$ cat src/rtl/fetch_pc_unit_if.sv
// fetch_pc_unit_if: signal bundle between the fetch PC unit and its neighbours
// (hazard unit, branch predictor, ID-stage resolution).
//   master : hazard/predictor/ID side, drives stall, flush, prediction and redirect
//   slave  : fetch_pc_unit, drives pc_f, pc_d, valid_d, pred_taken_d, redirect_count
interface fetch_pc_unit_if;
    logic        stall_f;
    logic        stall_d;
    logic        flush_d;
    logic        bht_taken;
    logic        btb_hit;
    logic [31:0] btb_target;
    logic        redirect_valid;
    logic [31:0] redirect_pc;
    logic [31:0] pc_f;
    logic [31:0] pc_d;
    logic        valid_d;
    logic        pred_taken_d;
    logic [31:0] redirect_count;

    modport master (
        output stall_f, stall_d, flush_d, bht_taken, btb_hit, btb_target,
               redirect_valid, redirect_pc,
        input  pc_f, pc_d, valid_d, pred_taken_d, redirect_count
    );

    modport slave (
        input  stall_f, stall_d, flush_d, bht_taken, btb_hit, btb_target,
               redirect_valid, redirect_pc,
        output pc_f, pc_d, valid_d, pred_taken_d, redirect_count
    );
endinterface

$ cat src/rtl/fetch_pc_unit.sv
// fetch_pc_unit: IF-stage program counter plus the IF/ID pipeline register.
//   clk   : single clock, rising edge
//   reset : asynchronous active-high reset
//   bus   : fetch_pc_unit_if.slave
//     in  : stall_f, stall_d, flush_d, bht_taken, btb_hit, btb_target,
//           redirect_valid, redirect_pc
//     out : pc_f, pc_d, valid_d, pred_taken_d, redirect_count
module fetch_pc_unit #(
    parameter logic [31:0] RESET_PC = 32'h0000_0000
) (
    input  logic            clk,
    input  logic            reset,
    fetch_pc_unit_if.slave  bus
);

    localparam logic [31:0] RESET_PC_ALIGNED = {RESET_PC[31:2], 2'b00};

    logic [31:0] pc_f_q;
    logic [31:0] pc_d_q;
    logic        valid_d_q;
    logic        pred_taken_d_q;
    logic [31:0] redirect_count_q;

    logic        pred_taken_f;
    logic [31:0] pc_plus4;
    logic [31:0] next_pc_raw;
    logic [31:0] next_pc;

    assign pred_taken_f = bus.bht_taken & bus.btb_hit;
    assign pc_plus4     = pc_f_q + 32'd4;

    // Redirect outranks stall: a mispredict must win even while IF is held.
    always_comb begin
        next_pc_raw = pc_plus4;
        if (bus.redirect_valid)
            next_pc_raw = bus.redirect_pc;
        else if (bus.stall_f)
            next_pc_raw = pc_f_q;
        else if (pred_taken_f)
            next_pc_raw = bus.btb_target;
    end

    assign next_pc = {next_pc_raw[31:2], 2'b00};

    always_ff @(posedge clk or posedge reset) begin
        if (reset) begin
            pc_f_q <= RESET_PC_ALIGNED;
        end else begin
            pc_f_q <= next_pc;
        end
    end

    // A bubble keeps pc_d so the BHT update index stays stable.
    always_ff @(posedge clk or posedge reset) begin
        if (reset) begin
            pc_d_q         <= 32'h0000_0000;
            valid_d_q      <= 1'b0;
            pred_taken_d_q <= 1'b0;
        end else if (bus.redirect_valid || bus.flush_d) begin
            valid_d_q      <= 1'b0;
            pred_taken_d_q <= 1'b0;
        end else if (!bus.stall_d) begin
            pc_d_q         <= pc_f_q;
            pred_taken_d_q <= pred_taken_f;
            valid_d_q      <= 1'b1;
        end
    end

    always_ff @(posedge clk or posedge reset) begin
        if (reset) begin
            redirect_count_q <= 32'h0000_0000;
        end else if (bus.redirect_valid) begin
            redirect_count_q <= redirect_count_q + 32'd1;
        end
    end

    assign bus.pc_f           = pc_f_q;
    assign bus.pc_d           = pc_d_q;
    assign bus.valid_d        = valid_d_q;
    assign bus.pred_taken_d   = pred_taken_d_q;
    assign bus.redirect_count = redirect_count_q;

endmodule
$ cat src/flat_wrapper.sv
// flat-port wrapper written by rule: the top's interface ports become plain ports
module fetch_pc_unit_flat 
#(
    parameter logic [31:0] RESET_PC = 32'h0000_0000
)
  (clk, reset, bus_stall_f, bus_stall_d, bus_flush_d, bus_bht_taken, bus_btb_hit, bus_btb_target, bus_redirect_valid, bus_redirect_pc, bus_pc_f, bus_pc_d, bus_valid_d, bus_pred_taken_d, bus_redirect_count);
  fetch_pc_unit_if bus_i ();
  input  logic clk;
  input  logic reset;
  input wire logic [$bits(bus_i.stall_f)-1:0] bus_stall_f;
  input wire logic [$bits(bus_i.stall_d)-1:0] bus_stall_d;
  input wire logic [$bits(bus_i.flush_d)-1:0] bus_flush_d;
  input wire logic [$bits(bus_i.bht_taken)-1:0] bus_bht_taken;
  input wire logic [$bits(bus_i.btb_hit)-1:0] bus_btb_hit;
  input wire logic [$bits(bus_i.btb_target)-1:0] bus_btb_target;
  input wire logic [$bits(bus_i.redirect_valid)-1:0] bus_redirect_valid;
  input wire logic [$bits(bus_i.redirect_pc)-1:0] bus_redirect_pc;
  output wire logic [$bits(bus_i.pc_f)-1:0] bus_pc_f;
  output wire logic [$bits(bus_i.pc_d)-1:0] bus_pc_d;
  output wire logic [$bits(bus_i.valid_d)-1:0] bus_valid_d;
  output wire logic [$bits(bus_i.pred_taken_d)-1:0] bus_pred_taken_d;
  output wire logic [$bits(bus_i.redirect_count)-1:0] bus_redirect_count;
  assign bus_i.stall_f = bus_stall_f;
  assign bus_i.stall_d = bus_stall_d;
  assign bus_i.flush_d = bus_flush_d;
  assign bus_i.bht_taken = bus_bht_taken;
  assign bus_i.btb_hit = bus_btb_hit;
  assign bus_i.btb_target = bus_btb_target;
  assign bus_i.redirect_valid = bus_redirect_valid;
  assign bus_i.redirect_pc = bus_redirect_pc;
  assign bus_pc_f = bus_i.pc_f;
  assign bus_pc_d = bus_i.pc_d;
  assign bus_valid_d = bus_i.valid_d;
  assign bus_pred_taken_d = bus_i.pred_taken_d;
  assign bus_redirect_count = bus_i.redirect_count;
  fetch_pc_unit #(.RESET_PC(RESET_PC)) u_core (.clk(clk), .reset(reset), .bus(bus_i));
endmodule
$ cat config.mk
export PLATFORM = sky130hd
export DESIGN_NAME = fetch_pc_unit_flat
export DESIGN_NICKNAME = d
export VERILOG_FILES = /design/src/rtl/fetch_pc_unit_if.sv /design/src/rtl/fetch_pc_unit.sv /design/src/flat_wrapper.sv
export SDC_FILE = /design/constraint.sdc
export NUM_CORES = 1
export LEC_CHECK = 0
export CORE_UTILIZATION = 45
export CTS_BUF_LIST = sky130_fd_sc_hd__clkbuf_4 sky130_fd_sc_hd__clkbuf_8 sky130_fd_sc_hd__clkbuf_16
export DETAILED_ROUTE_END_ITERATION = 16
export PLACE_DENSITY = 0.79
export SLEW_MARGIN = 20
export SYNTH_ARGS = -nofsm -noshare
export SYNTH_HDL_FRONTEND = slang
export SYNTH_SLANG_ARGS = --single-unit
$ cat constraint.sdc
create_clock -name clk -period 3.3 [get_ports clk]
set_input_delay 0.495 -clock clk [delete_from_list [all_inputs] [get_ports clk]]
set_output_delay 0.495 -clock clk [all_outputs]
set_load 0.1 [all_outputs]
==> metrics.yaml <==
critical_path:
  slowest_delay_ns: 1.17
  path_class: "register to output pin"
  critical_path.slowest_cell: "clkdlybuf4s50_1"
  worstPathArrival_ns: 1.99
  startpoint: "u_core.bus.redirect_count[0]"
  cp_data_required_time_ns: 2.80
  start_kind: "register"
  critPathCaptureType: "output pin"
  critPathBufInv: 1
  cp_top_family: "buffers and inverters"
  cp_cell_sequence: "clkdlybuf4s50_1"
  crit_path_end: "bus_redirect_count[0]"
  reg2reg_depth: 6
  rr_endpoint: "u_core.bus.pc_f[24]"
  crit_path_max_fanout: 5
  r2r_setup_slack_ns: 1.22
  crit_cells: 1
  worstReg2RegStart: "u_core.bus.pc_f[2]"
synth:
  netlist_area_um2: 4800
  avgSynthCellArea_um2: 10.2
  ys_async_sr_fraction_pct: 100
  yosysMostFrequentCell: "dfrtp_1"
  synthFlopType: "dfrtp_1"
  synth-seq-area-share_pct: 49.0
  synth_top_cell_area_share_pct: 49.0
  synth.area.top_cells: "dfrtp_1 (49%), mux2_2 (7.3%), xnor2_1 (5.3%)"
  synth_common_cells: "dfrtp_1 (94), nand2_1 (51), mux2_2 (31)"
  synth_edf_count: 0
  ys_warn_count: 0
  synthCells: 469
  synth_cell_type_count: 42
  yosys.area.top_type: "dfrtp_1"
  synth-seq-cells: 94
detailed_routing:
  post_drt_wl_per_cell_um: 16.6
  drc: 0
  vias: 4126
  drt-initial-drc-count: 138
  vias_per_cell: 5.41
  ant_nets: 0
  drt_wl_total_um: 12700
  firstDrtPassIters: 4
flow_run:
  maxCapViolations: 0
timing:
  period_share_pct: 75.3
  min_period_ns: 2.48
  setup_tns_ns: 0
  tightest_slew_ns: 0.999
  rsz0062_at_grt: "no"
  fmax_mhz: 402
  clock_skew_ns: 0.0120
  setup_viol: 0
  slew_violations: 0
  maxSlewHeadroom_pct: 33.2
  timing.final.hold_violations: 0
power_and_ir_drop:
  internal-power_mw: 2.18
  power_density_nw_per_um2: 647
  p_sw_mw: 2.11
  p_sw_share_pct: 49.2
  max-vdd-ir-drop_uv: 495
  clock_power_share_pct: 17.5
  pwr-share-seq_pct: 35.2
  combPwrFrac_pct: 47.3
  leakagePower_nw: 2.84
clock_network:
  cts-root-buf: "clkbuf_8"
  cts_tree: "built"
  cts.sinks: 94
  cts_repair_resize_count: 0
  cts_hold_buffers: 0
  clk_latency_ns: 0.36
  cts_setup_buffers: 0
  cts_buffers: 9
  clk_pin_slew_ns: 0.09
  htreeDepth: 3
  clk_path_buf_depth: 2
final_layout:
  nets: 696
  final_cell_area_um2: 6630
  fill_cells: 849
  syn_to_final_growth_pct: 38.1
  diodes: 0
  multi_input_area_um2: 2300
  ff_latch_area_um2: 2350
  drive_gt1_share_pct: 15.8
global_route:
  grt_overflow: 0
  grt_max_degree: 53
  antenna_found_initial: 0
  grt_pass1_wl_um: 20600
  grt_pass1_vias: 4195
  grtUsageTotal_pct: 23.9
floorplanning:
  die_w_um: 105
  rows: 37
  pin_count: 170
  core-area_um2: 10300
  die_h_um: 105
  dieArea_um2: 11100
  start_util_pct: 46.5
placed_design:
  dpl.hpwl_um: 9070
  port-buffer-count: 161
  place_area_um2: 6440
  place_congestion: 0.828
run_status:
  outcome: "complete, no violations"
hold_path:
  holdCritPathClass: "input pin to register"
cell type report:
type	count	area share [%]
clock buffer	11	2.09
clock inverter	5	0.755
inverter	7	0.434
multi-input combinational	342	34.7
sequential	94	35.5
tap	136	2.57
timing repair buffer	168	24.0
power by group through the flow:
stage / Combinational, mW / Clock [mW] / Sequential, mW
floorplan: 0.322 / 0 / 2.71
global placement: 2.01 / 0 / 1.52
detailed placement: 2.03 / 0 / 1.53
CTS: 2.04 / 0.774 / 1.51
global route: 2.09 / 0.830 / 1.53
finish: 2.03 / 0.750 / 1.51
sequential cells by signal, indices dropped and copies added (netlist names):
signal                     cells
u_core.bus.redirect_count     32
u_core.bus.pc_d               30
u_core.bus.pred_taken_d        1
u_core.bus.pc_f               30
u_core.bus.valid_d             1
cell usage in the layout, fill, tap and decap left out, types with 4 or more instances in the layout:
cell               n
o21ai_0           13
clkbuf_8           9
dfrtp_1           94
clkinv_2           4
nor3_1             7
xor2_1            26
xnor2_1           29
buf_4             39
and3_1            30
nand3_1           27
nand2_1           51
mux2_2            31
nand4_1           19
nor2_1            25
o221ai_1          16
conb_1             4
clkdlybuf4s50_1  127
a21oi_1           29
inv_1              6
cells by family after synthesis:
logic type	after synthesis	share of synthesized area, %
multiplexers	33	7.69
other	1	0.0781
adder cells (fa/ha/maj)	2	0.521
flip-flops	94	49.0
AO/OA/AOI/OAI	74	10.2
buffers and inverters	36	3.39
AND/OR/NAND/NOR	174	19.1
XOR/XNOR	55	10.0
stage by stage:
stage                     cells  setup WS [ns]  util, %  hold slack [ns]  total power, mW
after CTS                   763          0.808     64.2            0.364             4.32
after global placement      747          0.804     62.4            0.469             3.53
final                       763          0.815     64.2            0.374             4.29
after detailed placement    747          0.727     62.4            0.470             3.56
after floorplan             472          0.356        -            0.562             3.03
after global routing        763          0.759     64.2            0.379             4.45
worst min-delay path by stage:
stage	startpoint	endpoint	cells past startpoint	slack (ns)
after floorplan	bus_flush_d	u_core.bus.valid_d	1	0.56
after detailed placement	u_core.bus.redirect_count[31]	u_core.bus.redirect_count[31]	1	0.47
after CTS	bus_redirect_valid	u_core.bus.valid_d	2	0.36
after global placement	u_core.bus.redirect_count[13]	u_core.bus.redirect_count[13]	1	0.47
after global routing	bus_redirect_valid	u_core.bus.valid_d	2	0.38
final	bus_redirect_valid	u_core.bus.valid_d	2	0.37
layer usage:
layer,global-route usage [%],part of all wire [%]
met5,0,0
met4,8.15,1.4
met3,6.12,7.7
met2,40.7,49
met1,29.4,41
Note: power is estimated with default switching activity, not from simulation.
